File: config.mk
export PLATFORM = sky130hd
export DESIGN_NAME = pw_act_packer
export DESIGN_NICKNAME = d
export VERILOG_FILES = /design/src/rtl/pw_act_packer.sv
export SDC_FILE = /design/constraint.sdc
export NUM_CORES = 1
export LEC_CHECK = 0
export CORE_MARGIN = 4
export CORE_UTILIZATION = 55
export CTS_BUF_LIST = sky130_fd_sc_hd__clkbuf_4 sky130_fd_sc_hd__clkbuf_8
export DETAILED_ROUTE_END_ITERATION = 8
export PLACE_DENSITY = 0.8
export SLEW_MARGIN = 20
export SYNTH_ARGS = -nofsm -noshare
export SYNTH_HDL_FRONTEND = slang
export SYNTH_SLANG_ARGS = --single-unit
File: constraint.sdc
create_clock -name clk -period 2.7 [get_ports clk]
set_input_delay 0.675 -clock clk [delete_from_list [all_inputs] [get_ports clk]]
set_output_delay 0.675 -clock clk [all_outputs]
set_load 0.1 [all_outputs]
File: src/rtl/pw_act_packer.sv
// pw_act_packer
// Packs a stream of AW-bit activations into CH-lane words for a downstream
// pointwise layer. A word closes when lane CH-1 fills or when s_last arrives.
// The closed word is presented with a one-cycle valid strobe and held until
// the next word. An optional GAP of idle cycles follows each word.
module pw_act_packer #(
    parameter int CH  = 8,
    parameter int AW  = 8,
    parameter int GAP = 0
) (
    input  logic             clk,
    input  logic             rstn,
    input  logic             soft_clr,
    input  logic             s_valid,
    input  logic [AW-1:0]    s_data,
    input  logic             s_last,
    output logic             s_ready,
    output logic             valid,
    output logic [CH*AW-1:0] input_act,
    output logic [15:0]      pkt_count,
    output logic             short_pkt
);

    localparam int LW = (CH > 1) ? $clog2(CH) : 1;

    localparam logic [0:0] ST_FILL = 1'b0;
    localparam logic [0:0] ST_HOLD = 1'b1;

    logic [0:0]       state;
    logic [7:0]       gap_cnt;
    logic [LW-1:0]    lane;
    logic [CH*AW-1:0] partial;
    logic [CH*AW-1:0] merged;
    logic             alive;

    logic accept;
    logic last_lane;
    logic close;

    // alive holds s_ready low during reset and raises it on the first edge after.
    assign s_ready   = alive && (state == ST_FILL);
    assign accept    = s_valid && s_ready && !soft_clr;
    assign last_lane = (lane == LW'(CH - 1));
    assign close     = accept && (s_last || last_lane);

    // Partial word with the incoming byte dropped into the current lane.
    always_comb begin
        // NOTE: default assignment first so no path leaves merged unassigned (no latch).
        merged = partial;
        for (int k = 0; k < CH; k++) begin
            if (lane == LW'(k)) begin
                merged[k*AW +: AW] = s_data;
            end
        end
    end

    // Lane pointer, partial word, output word, strobe and status.
    always_ff @(posedge clk or negedge rstn) begin
        if (!rstn) begin
            // NOTE: the partial word is reset so a word cut short by reset never leaks stale lanes.
            alive     <= 1'b0;
            valid     <= 1'b0;
            input_act <= '0;
            pkt_count <= '0;
            short_pkt <= 1'b0;
            lane      <= '0;
            partial   <= '0;
        end else begin
            // NOTE: non-blocking assignments so every register samples pre-edge values.
            alive <= 1'b1;
            valid <= close;
            if (soft_clr) begin
                lane      <= '0;
                partial   <= '0;
                pkt_count <= '0;
                short_pkt <= 1'b0;
            end else if (accept) begin
                if (close) begin
                    input_act <= merged;
                    partial   <= '0;
                    lane      <= '0;
                    pkt_count <= pkt_count + 16'd1;
                    if (!last_lane) begin
                        short_pkt <= 1'b1;
                    end
                end else begin
                    partial <= merged;
                    lane    <= lane + LW'(1);
                end
            end
        end
    end

    // FILL/HOLD sequencing: after a word, HOLD keeps s_ready low for GAP cycles.
    always_ff @(posedge clk or negedge rstn) begin
        if (!rstn) begin
            state   <= ST_FILL;
            gap_cnt <= '0;
        end else if (soft_clr) begin
            state   <= ST_FILL;
            gap_cnt <= '0;
        end else begin
            case (state)
                ST_FILL: begin
                    if (close && (GAP > 0)) begin
                        state   <= ST_HOLD;
                        gap_cnt <= 8'(GAP);
                    end
                end
                ST_HOLD: begin
                    if (gap_cnt <= 8'd1) begin
                        state   <= ST_FILL;
                        gap_cnt <= '0;
                    end else begin
                        gap_cnt <= gap_cnt - 8'd1;
                    end
                end
                default: begin
                    state   <= ST_FILL;
                    gap_cnt <= '0;
                end
            endcase
        end
    end

endmodule

Word-level counts from Yosys, hierarchy flattened
Index checks and enable logic that the tools add are counted.
W data, S select, Z words.

storage, ports and cells
  bits in registers = 159
  output and inout bits = 83

operators by class
  add/subtract/negate cells = 3
  magnitude comparators = 1
  eq/ne operators = 8
  muxes and demuxes = 27
  bitwise operators = 2
  reductions and logical operators = 13

operator list
  cell                     count
  $mux W64                 3
  $mux W8                  11
  $mux W16                 3
  $add A16 B1 Y16 const B  1
  $eq A3 B3 Y1 const B     4
  $mux W3                  3
  $le A8 B1 Y1 const B     1
  $sub A8 B1 Y8 const B    1
  $mux W1                  7
  $eq A3 B2 Y1 const B     2
  $reduce_and A3 Y1        2
  $reduce_bool A2 Y1       3
  $logic_and A1 B1 Y1      4
  $add A3 B1 Y3 const B    1
  $eq A3 B1 Y1 const B     1
  $logic_not A3 Y1         1
  $ne A2 B2 Y1 const B     1
  $not A1 Y1               2
  $reduce_and A2 Y1        1
  $logic_not A1 Y1         1
  $logic_or A1 B1 Y1       1

Logic depth before layout (Yosys ltp)
  word-level depth = 8
  gate-level depth with buffers = 9

Least setup slack after synthesis
No wires, ideal clock.

  path type = reg-to-reg
  from = register pkt_count[4]
  to = register pkt_count[13]
  library setup time = 0.078 ns
  arrival = 2.172 ns
  slack = 0.450 ns
  stages on the path, launching flop included = 6
  path buffers = 1
  cells stage by stage = dfrtp_1 > and4_1 > nand2_1 > buf_2 > or4_1 > a21oi_1

on the way
  cells in the longest elaborated chain, start to end = 4

ends and longest elaborated chain
  item                    line  source
  start, declared         20    output logic [15:0] pkt_count,
  start signal, assigned  82    pkt_count <= pkt_count + 16'd1;
  $add A16 B1 Y16         82
  $mux W16                78    if (close) begin
  $mux W16                77    end else if (accept) begin
  $mux W16                72    if (soft_clr) begin

Every way passes these cells. The select of a mux whose other input is x is not followed.
A chain may end at the register's enable or synchronous reset.

Final worst setup path
  from = register lane[0]
  to = register partial[5]

on the way
  cells in the longest elaborated chain, start to end = 6

ends and longest elaborated chain
  item                    line  source
  start, declared         31    logic [LW-1:0] lane;
  start signal, assigned  88    lane <= lane + LW'(1);
  $eq A3 B3 Y1            43    assign last_lane = (lane == LW'(CH - 1));
  $logic_or A1 B1 Y1      44    assign close = accept && (s_last || last_lane);
  $logic_and A1 B1 Y1     44
  $mux W64 (*)            78
  $mux W64 (*)            77
  $mux W64 (*)            72
  end signal, assigned    87    partial <= merged;
  end, declared           32    logic [CH*AW-1:0] partial;

Every way passes the cells marked *; elsewhere a longest branch is shown, timed or not. The select of a mux whose other input is x is not followed.

==> flow_summary.yaml <==
cts:
  clock_path_buffers: 2
  clock-root-buffer: "clkbuf_8"
  htree_levels: 4
  clock_sinks: 159
  post_cts_buffers: 0
  clk_latency_ns: 0.45
  cts_tree: "done"
  cts_buffers: 17
  cts.clk_slew.worst_paths_ns: 0.08
  cts_hold_buffers: 0
  cts_resized: 0
finish:
  final_nets: 778
  final_cell_mix: "dfrtp_1 (159), buf_4 (92), nand2_1 (81)"
  antennaDiodeCount: 0
  layout_commonest_cell: "dfrtp_1"
  area_delta_synth_final_pct: 18.4
  drive_above_1_share_pct: 19.2
logic_synthesis:
  syn_area_sq_um: 7180
  synth_seq_cells: 159
  syn_inst: 676
  syn-num-nets: 698
  synth_edf_count: 0
  syn_avg_cell_area_sq_um: 10.6
  synth_ff_type: "dfrtp_1"
  synth_warnings: 0
  async_reset_ff_share_pct: 100
  synth_cell_types: 49
  ys_seq_area_share_pct: 55.4
flow_run:
  cap_violations: 0
detailed_routing:
  wirelength_mm: 16.4
  route.detailed.wl_per_inst_um: 17.4
  via_per_inst: 5.77
  drc_errors: 0
  dr_total_vias: 5430
  drtAntennaViolNets: 0
  drtIter0Drc: 467
  firstDrtPassIters: 5
pwr:
  ir_drop_mv: 0.326
  p_leak_nw: 4.09
  p_per_area_nw_per_um2: 585
  finalPower_mw: 4.98
timing:
  timing.fmax_mhz: 466
  clock_skew_ns: 0.0101
  rsz0062_at_grt: "no"
  setup-tns-final_ns: 0
  drv_slew: 0
  fin_crit_sh_pct: 79.6
  setup-violations-final: 0
  slew_headroom_pct: 48.6
  worst_slack_ns: 0.552
  fin_crit_ns: 2.15
  worstMarginPinSlew_ns: 0.768
  hold_viol: 0
worst_setup_path:
  cp.required_ns: 3.07
  endpoint_kind: "flop"
  reg2reg_slack_ns: 0.55
  worst_r2r_path_depth: 7
  path_class: "reg -> reg"
  start_kind: "flop"
  cp_max_fo: 8
  timing.rr.start: "lane[0]$_DFFE_PN0P_"
  arrival_ns: 2.52
  r2r_end: "partial[5]$_DFFE_PN0P_"
global_routing:
  groute.usage.overall_pct: 23.0
  grt_pass1_vias: 5425
  grt_pass1_wl_mm: 26.9
  grt_max_degree: 130
  gr-total-overflow: 0
  antenna_found_initial: 0
floorplan:
  coreArea_sq_um: 12700
  start_util_pct: 56.5
  ioPinCount: 96
  die_area_sq_um: 15000
  num_rows: 41
  die_x_um: 122
  dieHeight_um: 122
run_status:
  status: "finished, final reports clean"
min_path:
  hold_path.class: "in -> async"
place:
  numPortBuffers: 95
  gp_congestion: 0.888
  place_ws_ns: 0.193
  place_hpwl_mm: 11.1
-- metrics by stage --
step / instances / hold slack (ns) / utilization [%] / area, sq um
6_report: 941 / 0.222 / 66.9 / 8510
5_1_grt: 941 / 0.246 / 66.9 / 8510
4_1_cts: 941 / 0.223 / 66.9 / 8510
3_5_place_dp: 909 / 0.470 / 63.3 / 8060
3_3_place_gp: 909 / 0.463 / 63.3 / 8060
2_1_floorplan: 676 / 0.379 / - / 7180
-- final cells by class --
class,count,area (sq um)
well taps,172,215
fillers,989,4220
clock inverters,10,159
flip-flops and latches,159,3980
repair buffers,108,887
multi-input cells,463,2950
clock buffers,22,290
inverters,7,26.3
-- worst max-delay path, stage by stage, from the launching register on --
cell     delay, ns
dfrtp_1       0.42
ha_1          0.23
ha_1          0.21
or2_4         0.34
buf_4         0.20
nor3_4        0.36
a22oi_1       0.16
nor2_1        0.15
-- registers in the layout (all words and copies together) (netlist names) --
register and cells:
valid 1, lane 3, short_pkt 1, state 1, pkt_count 16, gap_cnt 8, partial 64, alive 1
input_act 64
-- cell families after synthesis --
group | synth area share [%]
compound gates | 14.5
xor+xnor | 0.854
fa+ha+maj | 1.57
buf+inv | 3.61
flops | 55.4
mux | 9.08
other cells | 0.0522
simple gates | 14.9
-- cells in the mapped netlist, drive strengths merged, types with 2 or more instances --
cell / n / area share [%]
or4b: 3 / 0.42
dfrtp: 159 / 55
nand2: 81 / 4.2
ha: 9 / 1.6
and3: 2 / 0.19
nand3: 13 / 1.1
a31oi: 4 / 0.35
clkbuf: 31 / 1.6
and4: 3 / 0.37
nor2: 72 / 3.8
a21o: 6 / 0.63
xor2: 2 / 0.24
buf: 16 / 1.6
nand2b: 5 / 0.44
a21oi: 18 / 1.4
or2: 3 / 0.30
mux2i: 64 / 8.9
and2: 9 / 0.78
or4: 6 / 0.63
a22oi: 56 / 5.9
xnor2: 5 / 0.61
nor4: 4 / 0.35
nor3: 9 / 1.6
o31ai: 6 / 0.63
inv: 7 / 0.37
o41ai: 3 / 0.37
o21ai: 68 / 4.8
-- layer usage --
metal	vias to the layer above	part of all wire [%]	global-route usage, %
li1	2556	-	-
met1	2683	44	30.7
met2	161	49	37.4
met3	30	4.9	4.47
met4	0	2.1	9.31
met5	-	0	0
-- how the worst max path moves through the flow --
| stage | from | to |
|---|---|---|
| global route | lane[0]$_DFFE_PN0P_ | partial[5]$_DFFE_PN0P_ |
| CTS | lane[0]$_DFFE_PN0P_ | partial[5]$_DFFE_PN0P_ |
| floorplan | pkt_count[4]$_DFFE_PN0P_ | pkt_count[13]$_DFFE_PN0P_ |
| detailed placement | s_valid | pkt_count[11]$_DFFE_PN0P_ |
| finish | lane[0]$_DFFE_PN0P_ | partial[5]$_DFFE_PN0P_ |
| global placement | s_valid | pkt_count[8]$_DFFE_PN0P_ |
-- power breakdown --
| part | internal (mW) | switching, mW |
|---|---|---|
| registers | 2.42 | 0.0287 |
| clock network | 1.10 | 0.841 |
| logic | 0.120 | 0.469 |
| total | 3.64 | 1.34 |
Note: power is estimated with default switching activity, not from simulation.
